<file path="src/rtl/stopwatch_pkg.sv">
// Shared types, constants and the 7-segment encoder for the multi-digit stopwatch.
// Segment codes are active-high, bit order gfedcba.
package stopwatch_pkg;

  typedef logic [3:0] bcd_t;

  localparam bcd_t BCD_MAX = 4'd9;

  localparam logic [6:0] SEG_0     = 7'b0111111;
  localparam logic [6:0] SEG_1     = 7'b0000110;
  localparam logic [6:0] SEG_2     = 7'b1011011;
  localparam logic [6:0] SEG_3     = 7'b1001111;
  localparam logic [6:0] SEG_4     = 7'b1100110;
  localparam logic [6:0] SEG_5     = 7'b1101101;
  localparam logic [6:0] SEG_6     = 7'b1111101;
  localparam logic [6:0] SEG_7     = 7'b0000111;
  localparam logic [6:0] SEG_8     = 7'b1111111;
  localparam logic [6:0] SEG_9     = 7'b1101111;
  localparam logic [6:0] SEG_BLANK = 7'b0000000;

  function automatic logic [6:0] seg_encode(input bcd_t d);
    case (d)
      4'd0:    return SEG_0;
      4'd1:    return SEG_1;
      4'd2:    return SEG_2;
      4'd3:    return SEG_3;
      4'd4:    return SEG_4;
      4'd5:    return SEG_5;
      4'd6:    return SEG_6;
      4'd7:    return SEG_7;
      4'd8:    return SEG_8;
      4'd9:    return SEG_9;
      default: return SEG_BLANK;
    endcase
  endfunction

endpackage

</file>
<file path="src/rtl/bcd_digit.sv">
// One BCD digit of the stopwatch counter: up/down step with a combinational
// wrap output that feeds the enable of the next digit in the same cycle.
module bcd_digit
  import stopwatch_pkg::*;
(
  input  logic       clk,
  input  logic       reset,
  input  logic       en,
  input  logic       up,
  input  logic       load,
  input  logic [3:0] load_val,
  output logic [3:0] value,
  output logic       wrap
);

  bcd_t value_q, value_d;

  always_comb begin
    value_d = value_q;
    if (load) begin
      // Non-BCD presets saturate to 9.
      value_d = (load_val > BCD_MAX) ? BCD_MAX : load_val;
    end else if (en) begin
      if (up) begin
        value_d = (value_q == BCD_MAX) ? 4'd0 : value_q + 4'd1;
      end else begin
        value_d = (value_q == 4'd0) ? BCD_MAX : value_q - 4'd1;
      end
    end
  end

  always_ff @(posedge clk or negedge reset) begin
    if (!reset) begin
      value_q <= '0;
    end else begin
      value_q <= value_d;
    end
  end

  assign value = value_q;
  assign wrap  = en & (up ? (value_q == BCD_MAX) : (value_q == 4'd0));

endmodule

</file>
<file path="src/rtl/stopwatch_multi.sv">
// N-digit BCD stopwatch / countdown timer with tick prescaler, preset load and
// lap-hold display, driving one registered 7-segment code per digit.
module stopwatch_multi
  import stopwatch_pkg::*;
#(
  parameter int unsigned NUM_DIGITS = 2,
  parameter int unsigned TICK_DIV   = 1
) (
  input  logic                    clk,
  input  logic                    reset,
  input  logic                    start_stop,
  input  logic                    mode,
  input  logic                    load,
  input  logic [4*NUM_DIGITS-1:0] load_value,
  input  logic                    lap,
  output logic [7*NUM_DIGITS-1:0] segs,
  output logic                    running,
  output logic                    done
);

  localparam int unsigned PresW  = (TICK_DIV > 1) ? $clog2(TICK_DIV) : 1;
  localparam int unsigned CountW = 4 * NUM_DIGITS;

  logic [PresW-1:0]        presc_q, presc_d;
  logic                    running_q, done_q, done_d, hold_q, hold_d;
  logic [CountW-1:0]       count, disp_q, disp;
  logic [7*NUM_DIGITS-1:0] segs_q, segs_d;
  logic [NUM_DIGITS-1:0]   en, wrap;
  logic                    tick, step, count_zero, count_one;
  logic                    unused_wrap;

  assign tick       = running_q && (presc_q == PresW'(TICK_DIV - 1));
  assign count_zero = (count == '0);
  assign count_one  = (count == CountW'(1));
  // Down-counting stops at zero instead of underflowing to all-9s.
  assign step       = tick & ~load & ~(mode & count_zero);

  for (genvar k = 0; k < NUM_DIGITS; k++) begin : g_digit
    if (k == 0) begin : g_lsd
      assign en[k] = step;
    end else begin : g_chain
      assign en[k] = wrap[k-1];
    end

    bcd_digit u_digit (
      .clk      (clk),
      .reset    (reset),
      .en       (en[k]),
      .up       (~mode),
      .load     (load),
      .load_val (load_value[4*k +: 4]),
      .value    (count[4*k +: 4]),
      .wrap     (wrap[k])
    );
  end

  assign unused_wrap = wrap[NUM_DIGITS-1];

  // The display source is chosen combinationally so segs lag count by one clk.
  assign disp = hold_q ? disp_q : count;

  always_comb begin
    presc_d = presc_q;
    done_d  = done_q;
    hold_d  = hold_q ^ lap;
    if (load) begin
      presc_d = '0;
      done_d  = 1'b0;
      hold_d  = 1'b0;
    end else begin
      if (running_q) begin
        presc_d = tick ? '0 : presc_q + 1'b1;
      end
      if (!mode) begin
        done_d = 1'b0;
      end else if (tick && (count_zero || count_one)) begin
        done_d = 1'b1;
      end
    end
  end

  always_comb begin
    segs_d = '0;
    for (int k = 0; k < NUM_DIGITS; k++) begin
      segs_d[7*k +: 7] = seg_encode(disp[4*k +: 4]);
    end
  end

  always_ff @(posedge clk or negedge reset) begin
    if (!reset) begin
      presc_q   <= '0;
      running_q <= 1'b0;
      done_q    <= 1'b0;
      hold_q    <= 1'b0;
      disp_q    <= '0;
      segs_q    <= {NUM_DIGITS{SEG_0}};
    end else begin
      presc_q   <= presc_d;
      running_q <= start_stop & ~done_q;
      done_q    <= done_d;
      hold_q    <= hold_d;
      disp_q    <= disp;
      segs_q    <= segs_d;
    end
  end

  assign segs    = segs_q;
  assign running = running_q;
  assign done    = done_q;

endmodule
</file>
<file path="config.mk">
export PLATFORM = sky130hd
export DESIGN_NAME = stopwatch_multi
export DESIGN_NICKNAME = d
export VERILOG_FILES = /design/src/rtl/stopwatch_pkg.sv /design/src/rtl/bcd_digit.sv /design/src/rtl/stopwatch_multi.sv
export SDC_FILE = /design/constraint.sdc
export NUM_CORES = 1
export LEC_CHECK = 0
export ABC_AREA = 1
export BUFFER_PORTS_ARGS = -buffer_cell sky130_fd_sc_hd__buf_2
export CAP_MARGIN = 10
export CORE_AREA = 3 3 87 89
export DETAILED_ROUTE_END_ITERATION = 7
export DIE_AREA = 0 0 90 92
export SLEW_MARGIN = 0
export SYNTH_ARGS = -nofsm -noshare
export SYNTH_HDL_FRONTEND = slang
export SYNTH_HIERARCHICAL = 1
export SYNTH_SLANG_ARGS = --single-unit
</file>
<file path="constraint.sdc">
create_clock -name clk -period 2.3 [get_ports clk]
set_clock_uncertainty 0.05 [all_clocks]
set_input_delay 0.345 -clock clk [delete_from_list [all_inputs] [get_ports clk]]
set_output_delay 0.345 -clock clk [all_outputs]
set_load 0.1 [all_outputs]
</file>
[After elaboration in Yosys (flattened, before gate mapping)]
Memory sizes are Yosys's and may differ from the RTL's. A register that Yosys moved wholly into a read port is not among the register bits.
Index checks and enable logic that the tools add are counted.
Cells by class
  multiply operators: 0
  div/mod/pow operators: 0
  shift-type cells: 0
  equality and inequality tests: 4
  $add $sub $neg: 5
  bitwise operators: 10
  magnitude comparators: 2
  mux-type cells: 21
  reduce and logical (&&, ||, !) cells: 11
Operators by type and width (number)
  $mux 4: 12
  $add 4x1->4 const B: 2
  $eq 4x4->1 const B: 2
  $eq 8x1->1 const B: 1
  $gt 4x4->1 const B: 2
  $logic_not 4->1: 2
  $logic_not 8->1: 1
  $mux 1: 8
  $mux 8: 1
  $sub 4x1->4 const B: 2
  $reduce_bool 2->1: 3
  $and 1x1->1: 5
  $not 1->1: 4
  $ne 3x1->1 const B: 1
  $logic_and 1x1->1: 2
  $logic_not 1->1: 2
  $add 1x1->1 const B: 1
  $logic_or 1x1->1: 1
  $xor 1x1->1: 1
Storage, ports and cells
  register bits: 20
  bits in read-only memories: 224
  word-level logic and storage cells: 62
  output and inout bits: 16
  memories kept: 2
  RAM bits: 0
  input port bits: 14
  latch bits: 0
Memories
  (name not given): depth 16, bits a word 7, read ports 1, clocked after Yosys merged registers in 1, wr ports 0, RTL line stopwatch_pkg.sv:22  | case (d)
  (name not given): depth 16, bits a word 7, read ports 1, clocked after Yosys merged registers in 1, wr ports 0, RTL line stopwatch_pkg.sv:22

[Depth between registers and ports, before layout]
Gate-level depths: netlist of run 1.
  depth in word-level cells: 7
  mapped depth: 11
  depth with buffers taken out: 11

[Modules after synthesis]
The synthesis of run 1 kept the hierarchy.
By module, submodules not included
  stopwatch_multi: area an instance 1338.8 sq um, seq. area each 665.6 sq um, cells each 156, instances 1
  bcd_digit: area an instance 357.8 sq um, seq. area each 100.1 sq um, cells each 63, instances 2

[Least setup slack after synthesis of run 1]
OpenSTA, ideal clock, no wires.
  kind: flip-flop to flip-flop
  start point: reg running_q (netlist: running)
  end point: reg g_digit[1].u_digit.value_q[0]
  path buffers: 0
  path slack: 0.073 ns
  data required time: 2.124 ns
  data arrival time: 2.052 ns
  library setup time: 0.126 ns
  stages on the path, launching flop included: 10
  period minus slack after synthesis: 2.227 ns
  path through: dfrtp_1 -> nand3_1 -> a21oi_1 -> inv_1 -> a211oi_1 -> inv_1 -> nor2_1 -> nand2_1 -> o21ai_1 -> a21oi_1
Between the ends
  cells in the longest elaborated chain, start to end: 5
RTL lines
  start, declared: RTL line stopwatch_multi.sv:25  | logic running_q, done_q, done_d, hold_q, hold_d;
  start signal, assigned: RTL line stopwatch_multi.sv:99  | running_q <= start_stop & ~done_q;
  $logic_and 1x1->1: RTL line stopwatch_multi.sv:32  | assign tick = running_q && (presc_q == PresW'(TICK_DIV - 1));
  $and 1x1->1 (2 in a row): RTL line stopwatch_multi.sv:36  | assign step = tick & ~load & ~(mode & count_zero);
  via en[0]: RTL line stopwatch_multi.sv:28  | logic [NUM_DIGITS-1:0] en, wrap;
  $and 1x1->1: RTL line bcd_digit.sv:41  | assign wrap = en & (up ? (value_q == BCD_MAX) : (value_q == 4'd0));
  via en[1]: RTL line stopwatch_multi.sv:28
  $reduce_bool 2->1 (no source line)
  end signal, assigned: RTL line bcd_digit.sv:36  | value_q <= value_d;
  end, declared: RTL line bcd_digit.sv:16  | bcd_t value_q, value_d;
The timed path passes the listed nets, and every way through them passes these cells.
A chain may end at the register's enable or synchronous reset.

[Final worst setup path of run 1]
  start point: reg g_digit[0].u_digit.value_q[2]
  end point: reg g_digit[1].u_digit.value_q[0]
Between the ends
  cells in the longest elaborated chain, start to end: 6
  elaborated cells on any way between the ends: 9
  those cells by class: eq/ne: 1; mux: 1; bitwise: 4; reduce/logical: 3
RTL lines
  start, declared: RTL line bcd_digit.sv:16
  start signal, assigned: RTL line bcd_digit.sv:36
  $logic_not 8->1: RTL line stopwatch_multi.sv:33  | assign count_zero = (count == '0);
  $and 1x1->1: RTL line stopwatch_multi.sv:36
  $not 1->1: RTL line stopwatch_multi.sv:36
  $and 1x1->1: RTL line stopwatch_multi.sv:36
  via en[0]: RTL line stopwatch_multi.sv:28
  $and 1x1->1: RTL line bcd_digit.sv:41
  via en[1]: RTL line stopwatch_multi.sv:28
  $reduce_bool 2->1 (no source line)
The timed path passes the listed nets, and every way through them passes these cells.

==> results of run 1 <==
## report_power, final
part / switching [mW] / internal, mW / leakage (nW)
sequential: 0.0609 / 0.756 / 0.396
clock: 0.224 / 0.242 / 0.0482
combinational: 0.894 / 0.209 / 0.865
## final timing paths
kind / from / to / cells past startpoint
min in group clk: start_stop / running / 3
max in group asynchronous: reset / presc_q / 1
worst min-delay path: reset / g_digit[1].u_digit/value[2] / 1
worst min register to register: done / running / 1
worst max register to register: g_digit[0].u_digit/value[2] / g_digit[1].u_digit/value[0] / 11
worst max-delay path: g_digit[0].u_digit/value[2] / g_digit[1].u_digit/value[0] / 11
## metal layers
metal,part of all wire (%),routed length [µm]
met2,44,1990
met4,1.0,46
met5,0,0
met3,5.4,246
met1,50,2280
## layout by cell type (no fill, tap or decap), types with 8 or more instances in the layout
master,instances
ha_1,12
nor2_1,15
dfstp_2,12
nand3_1,18
buf_2,29
nand2_1,114
inv_1,35
inv_2,8
dfrtp_1,22
## stage by stage
stage,hold WS [ns],power [mW]
final,0.0701,2.39
after global routing,0.140,2.54
after CTS,0.111,2.42
after detailed placement,0.394,1.94
after global placement,0.394,1.93
after floorplan,-0.000591,1.75
## critical path: stages, from the launching register on
cell and delay [ns]:
dfrtp_1 0.53, nor2_1 0.10, nand2_1 0.07, nor2_1 0.04, a21oi_1 0.19, inv_1 0.08, a211oi_1 0.33, inv_1 0.07
nor2_1 0.18, nand2_1 0.07, o21ai_1 0.07, a21oi_1 0.05
## flip-flops by register name, indices dropped and copies added, names as in the netlist
register               count
disp_q                     8
done                       1
g_digit.u_digit/value      8
hold_q                     1
presc_q                    1
running                    1
segs                      14
## cell type report
class	instances	area [µm²]
multi-input combinational	202	1000
clock inverter	1	5.00
clock buffer	7	86.3
timing repair buffer	34	183
tap	96	120
sequential	34	866
fill	764	4400
inverter	44	166
==> out/results.txt, run 1 <==
Row Count = 30
Cells after Synth = 281
wire per inst = 10.9 µm
Final Max Slew Viols = 0
Total GRT Usage = 11.9%
HPWL Detailed = 3390 µm
WP data arrival = 2.09 ns
FF-to-FF setup slack = 0.33 ns
detailed-route DRC error count = 0
clk slew on worst S/H paths = 0.07 ns
met1 Use GR = 15.7%
Final Non-Filler Cells = 418
Startpoint Class = flip-flop
H-tree levels = 2
met3 usage = 3.77%
Post-Syn Area = 2050 µm²
GPL Wtd Cong = 0.881
DR iter-0 viols = 100
WP data required = 2.42 ns
CTS max path bufs = 2
global-route wire length before repair = 7980 µm
met2 usage = 18.9%
maxcap violations = 0
Slew @ Worst Pin = 0.754 ns
largest net degree at the start of global routing = 35
initial antenna violation count = 0
IO Port Bufs = 29
total CTS buffers = 5
Cell Area, Placed = 2340 µm²
detailed-route via count = 1,794
Max IR drop VDD = 0.415 mV
most used routing layer = met2
CP endpoint kind = flip-flop
syn_area_per_cell = 7.28 µm²
outcome = finished clean
antenna fix cells = 0
Hold Path Class = in2async
full die area = 8280 µm²
crit-path max FO = 8
clock net sink count = 34
CTS root buffer = clkbuf_8
RSZ-0062 raised after global routing = no
Util after Layout = 35.6%
Post-Route WL = 4560 µm
vias in the first global route = 1,718
leakage = 1.31 nW
setup bufs post-CTS = 0
syn_nets = 307
PnR worst setup slack = 0.335 ns
relative slew slack = 49.7%
drt via density = 4.29
worst skew pair latency = 0.29 ns
# resized after CTS = 0
Final Hold Vio Count = 0
pwr/cell area = 982 nW/µm²
DR pass1 iterations = 4
critical path type = reg2reg
fin crit period = 1.97 ns
CTS Hold Bufs = 0
Syn-to-layout area delta = 18.7%
Post-DRT Antenna Nets = 0
GRT overflow = 0
TNS Setup = 0 ns
ratio of cells with drive above 1 in the final layout = 24.2%
Final setup viols = 0
cell area after layout = 2430 µm²
Die X = 90 µm
Cells after DPL = 410
f_max = 509 MHz
fin nets = 347
CTS tree = done
Die Height = 92 µm
initial core utilization = 30.0%
warnings from Yosys = 6
Core Area = 6830 µm²
Setup Slack @ Placement = 0.311 ns
Ports = 30
Tcrit/Tclk final = 85.5%
(Power assumes the default switching activity.)
==> run 2, diff against run 1 <==
--- a/config.mk
+++ b/config.mk
@@ -5,12 +5,11 @@
 export SDC_FILE = /design/constraint.sdc
 export NUM_CORES = 1
 export LEC_CHECK = 0
-export ABC_AREA = 1
 export BUFFER_PORTS_ARGS = -buffer_cell sky130_fd_sc_hd__buf_2
 export CAP_MARGIN = 10
-export CORE_AREA = 3 3 87 89
+export CORE_AREA = 3 3 85 87
 export DETAILED_ROUTE_END_ITERATION = 7
-export DIE_AREA = 0 0 90 92
+export DIE_AREA = 0 0 88 90
 export SLEW_MARGIN = 0
 export SYNTH_ARGS = -nofsm -noshare
 export SYNTH_HDL_FRONTEND = slang
==> out/results.txt, run 2 <==
CTS root buffer = clkbuf_8
fin nets = 248 (-29%)
Cell Area, Placed = 2230 µm² (-4.4%)
Cells after DPL = 292 (-29%)
CTS tree = done
global-route wire length before repair = 6800 µm (-15%)
clock net sink count = 34 (unchanged)
critical path cell sequence = nor4_4, and4b_1, nor4b_2, nand2b_1, a211oi_1, buf_4, a41o_1, a311o_1, and3_4
worst skew pair latency = 0.29 ns (about the same)
critical path type = reg2reg
delay of the slowest critical-path stage = 0.41 ns (-0.12 ns)
Final setup viols = 0 (unchanged)
IO Port Bufs = 29 (unchanged)
maxcap violations = 0 (unchanged)
H-tree levels = 2 (unchanged)
syn_nets = 204 (-34%)
RSZ-0062 raised after global routing = yes
largest net degree at the start of global routing = 35 (unchanged)
Startpoint Class = flip-flop
f_max = 451 MHz (-11%)
initial antenna violation count = 0 (unchanged)
Post-Syn Area = 1950 µm² (-5.0%)
Hold Path Class = in2async
crit-path max FO = 8 (unchanged)
relative slew slack = 51.3% (+1.6 points)
syn_area_per_cell = 10.9 µm² (+50%)
outcome = finished clean
CP endpoint kind = flip-flop
Syn-to-layout area delta = 20.9%
Final Non-Filler Cells = 300 (-28%)
DR iter-0 viols = 71 (-29%)
wire per inst = 12.9 µm (+18%)
CTS max path bufs = 2 (unchanged)
detailed-route via count = 1,479 (-18%)
vias in the first global route = 1,463 (-15%)
Row Count = 29 (-3.3%)
DR pass1 iterations = 4 (unchanged)
Core Area = 6420 µm² (-6.0%)
pwr/cell area = 982 nW/µm² (about the same)
Max stage delay cell, worst path = dfrtp_1
fin crit period = 2.22 ns (+0.250 ns)
Die Height = 90 µm (-2.2%)
GPL Wtd Cong = 0.780 (-11%)
detailed-route DRC error count = 0 (unchanged)
Final Hold Vio Count = 0 (unchanged)
cell area after layout = 2350 µm² (-3.2%)
commonest non-fill, non-tap cell in the layout = buf_2
Cells after Synth = 178 (-37%)
full die area = 7920 µm² (-4.3%)
most frequent cells in the layout = 29 x buf_2, 21 x inv_1, 21 x dfrtp_1
max reg flops = 14 (unchanged)
Total GRT Usage = 10.8% (-1.0 points)
Die X = 88 µm (-2.2%)
Slew @ Worst Pin = 0.730 ns (-0.0244 ns)
Final Max Slew Viols = 0 (unchanged)
Max IR drop VDD = 0.436 mV (+5.0%)
leakage = 1.07 nW (-18%)
warnings from Yosys = 6 (unchanged)
Ports = 30 (unchanged)
ratio of cells with drive above 1 in the final layout = 35.0% (+11 points)
initial core utilization = 30.3% (+0.33 points)
total CTS buffers = 5 (unchanged)
HPWL Detailed = 2830 µm (-16%)
WP data required = 2.43 ns (about the same)
drt via density = 4.93 (+15%)
Tcrit/Tclk final = 96.3% (+11 points)
GRT overflow = 0 (unchanged)
WP data arrival = 2.35 ns (+0.26 ns)
Post-Route WL = 3870 µm (-15%)
clk slew on worst S/H paths = 0.07 ns (about the same)
Post-DRT Antenna Nets = 0 (unchanged)
CTS Hold Bufs = 0 (unchanged)
antenna fix cells = 0 (unchanged)
## run 2: cell count changes in the layout (fill, tap and decap cells not counted), moves of 8 or more
cell	before	now
buf_4	5	17
inv_1	35	21
inv_2	8	0
mux2i_1	0	9
nand2_1	114	1
nand3_1	18	5
nor2_1	15	1
o21ai_0	6	14
## run 2: layer usage
| layer | track usage [%] | routed length [µm] |
|---|---|---|
| met1 | 13.3 | 1740 |
| met2 | 17.0 | 1850 |
| met3 | 2.83 | 183 |
| met4 | 5.75 | 97 |
| met5 | 0 | 0 |
## run 2: report_power, final
| group | internal, mW | leakage, nW | switching, mW | total (mW) |
|---|---|---|---|---|
| logic | 0.242 | 0.631 | 0.818 | 1.06 |
| clock network | 0.242 | 0.0482 | 0.219 | 0.461 |
| registers | 0.751 | 0.388 | 0.0376 | 0.789 |
| total | 1.23 | 1.07 | 1.07 | 2.31 |
## run 2: final timing paths
path	cells past startpoint	end	slack [ns]	startpoint
worst max-delay path	9	g_digit[1].u_digit/value[2]	0.08	g_digit[1].u_digit/value[2]
worst min-delay path	1	disp_q[6]	0.06	reset
worst max register to register	9	g_digit[1].u_digit/value[2]	0.08	g_digit[1].u_digit/value[2]
worst min register to register	1	running	0.43	done
max in group asynchronous	1	running	1.62	reset
min in group clk	2	running	0.24	start_stop
## run 2: repair_timing
item / 4_1_cts / 5_1_grt
endpoints found under the setup margin: 1 / 3
pin swaps: 0 / 2
resized for setup: 1 / 3
setup buffers: 0 / 0
## run 2: cell type report
class / instances / area, µm²
tap: 77 / 96.3
multi-input combinational: 114 / 946
fill: 639 / 4070
clock inverter: 1 / 5.00
clock buffer: 7 / 86.3
inverter: 21 / 78.8
timing repair buffer: 46 / 273
sequential: 34 / 867
## run 2: worst max-delay path: cells and delay by family (launching register included)
kind,cells,cell delay (ns)
simple gates,5,0.90
flops,1,0.41
buf+inv,1,0.16
compound gates,3,0.59
## run 2: metrics by stage
stage	power, mW	setup WS, ns	hold WS (ns)	TNS [ns]	util [%]
floorplan	1.68	0.0405	-0.000591	0	-
global placement	1.86	0.0745	0.405	0	34.8
detailed placement	1.86	-0.0677	0.409	-0.0677	34.8
CTS	2.34	0.0285	0.0904	0	36.3
global route	2.44	-0.0448	0.123	-0.0448	36.6
finish	2.31	0.0842	0.0580	0	36.6
==> run 3, diff against run 2 <==
--- a/config.mk
+++ b/config.mk
@@ -7,9 +7,11 @@
 export LEC_CHECK = 0
 export BUFFER_PORTS_ARGS = -buffer_cell sky130_fd_sc_hd__buf_2
 export CAP_MARGIN = 10
-export CORE_AREA = 3 3 85 87
+export CORE_AREA = 3 3 78 95
 export DETAILED_ROUTE_END_ITERATION = 7
-export DIE_AREA = 0 0 88 90
+export DIE_AREA = 0 0 81 98
+export GPL_TIMING_DRIVEN = 0
+export SKIP_CTS_REPAIR_TIMING = 1
 export SLEW_MARGIN = 0
 export SYNTH_ARGS = -nofsm -noshare
 export SYNTH_HDL_FRONTEND = slang
==> out/results.txt, run 3 (synthesis gave the netlist of run 2 again) <==
Total GRT Usage = 10.1% (-0.69 points)
Max IR drop VDD = 0.516 mV (+18%)
critical path type = reg2reg
Post-Route WL = 3810 µm (-1.4%)
Startpoint Class = flip-flop
fin nets = 247 (-0.40%)
Power Total = 2.26 mW (-2.2%)
met1 Use GR = 12.8% (-0.55 points)
Final Hold Vio Count = 0 (unchanged)
DR iter-0 viols = 50 (-30%)
Post-DRT Antenna Nets = 0 (unchanged)
Cell Area, Placed = 2200 µm² (-1.6%)
WP data arrival = 2.47 ns (+0.12 ns)
leakage = 1.06 nW (-0.56%)
Die Height = 98 µm (+8.9%)
CP endpoint kind = flip-flop
drt via density = 4.81 (-2.3%)
worst skew pair latency = 0.28 ns (about the same)
Row Count = 32 (+10%)
f_max = 425 MHz (-5.7%)
ratio of cells with drive above 1 in the final layout = 36.9% (+2.0 points)
global-route wire length before repair = 6330 µm (-7.0%)
crit-path max FO = 6 (-2)
outcome = complete, but fails checks
detailed-route DRC error count = 0 (unchanged)
vias in the first global route = 1,382 (-5.5%)
GRT overflow = 0 (unchanged)
pwr/cell area = 950 nW/µm² (-3.3%)
CTS tree = done
Core Area = 6490 µm² (+0.99%)
Final Max Slew Viols = 0 (unchanged)
DR pass1 iterations = 4 (unchanged)
Slew @ Worst Pin = 0.750 ns (+0.0198 ns)
most frequent cells in the layout = 31 x buf_2, 21 x inv_1, 16 x dfrtp_1
CTS max path bufs = 2 (unchanged)
detailed-route via count = 1,478 (-0.068%)
met3 usage = 3.60% (+0.76 points)
GPL Wtd Cong = 0.807 (+3.5%)
commonest non-fill, non-tap cell in the layout = buf_2
initial core utilization = 30.0% (-0.30 points)
Hold Path Class = in2async
largest net degree at the start of global routing = 35 (unchanged)
failing checks = setup timing
most used routing layer = met2
antenna fix cells = 0 (unchanged)
Final setup viols = 2 (+2)
Syn-to-layout area delta = 22.2%
full die area = 7940 µm² (+0.23%)
Die X = 81 µm (-8.0%)
cell area after layout = 2380 µm² (+1.1%)
clk slew on worst S/H paths = 0.06 ns (about the same)
total CTS buffers = 5 (unchanged)
WP data required = 2.42 ns (about the same)
HPWL Detailed = 2660 µm (-6.2%)
fin crit period = 2.35 ns (+0.135 ns)
clock net sink count = 34 (unchanged)
maxcap violations = 0 (unchanged)
wire per inst = 12.4 µm (-3.6%)
IO Port Bufs = 29 (unchanged)
CTS root buffer = clkbuf_8
max reg flops = 14 (unchanged)
initial antenna violation count = 0 (unchanged)
H-tree levels = 2 (unchanged)
minimum hold slack = 0.0759 ns (+0.0178 ns)
Tcrit/Tclk final = 102% (+5.9 points)
PnR worst setup slack = -0.0508 ns (-0.135 ns)
met2 usage = 15.9% (-1.1 points)
RSZ-0062 raised after global routing = yes
relative slew slack = 50.0% (-1.3 points)
Setup Slack @ Placement = -0.323 ns (-0.256 ns)
Ports = 30 (unchanged)
## run 3: cell count changes in the layout (fill, tap and decap cells not counted), moves of 2 or more
cell and delta:
buf_2 +2, buf_4 -8, buf_6 +4, clkbuf_1 +2, dfrtp_1 -5, dfrtp_2 +5
## run 3: final cells by class
class | instances | area, µm²
buffer | 9 | 83.8
clock buffer | 8 | 80.1
fill | 674 | 4110
inverter | 21 | 78.8
multi-input combinational | 114 | 957
sequential | 34 | 873
tap | 85 | 106
timing repair buffer | 36 | 198
## run 3: stage by stage
step           setup TNS [ns]  util, %  cells
4_1_cts                -0.722     35.1    300
6_report              -0.0580     36.7    307
2_1_floorplan               0        -    178
5_1_grt                -0.362     36.7    307
3_3_place_gp           -0.511     33.9    292
3_5_place_dp           -0.692     33.9    292
## run 3: worst max-delay path: stages (launching register included)
cell,delay [ns]
dfrtp_2,0.47
nor4_4,0.34
and4b_1,0.27
nor4b_2,0.07
clkbuf_8,0.17
nand2b_4,0.07
a211oi_2,0.04
buf_6,0.13
a41o_1,0.20
a311o_1,0.26
and3_1,0.18
## run 3: final timing paths
check / startpoint / to / slack (ns) / cells after the start
worst max-delay path: g_digit[1].u_digit/value[1] / g_digit[1].u_digit/value[2] / -0.05 / 10
worst min-delay path: reset / hold_q / 0.08 / 1
worst max register to register: g_digit[1].u_digit/value[1] / g_digit[1].u_digit/value[2] / -0.05 / 10
worst min register to register: done / running / 0.41 / 1
max in group asynchronous: reset / g_digit[1].u_digit/value[2] / 1.60 / 1
min in group clk: start_stop / running / 0.23 / 2
## run 3: layer usage
| layer | vias up | routed length (µm) |
|---|---|---|
| met4 | 0 | 71 |
| li1 | 729 | - |
| met1 | 709 | 1650 |
| met5 | - | 0 |
| met2 | 33 | 1900 |
| met3 | 7 | 187 |
## run 3: power by group
part | switching (mW) | internal (mW)
clock | 0.201 | 0.215
sequential | 0.0550 | 0.754
combinational | 0.803 | 0.231
total | 1.06 | 1.20
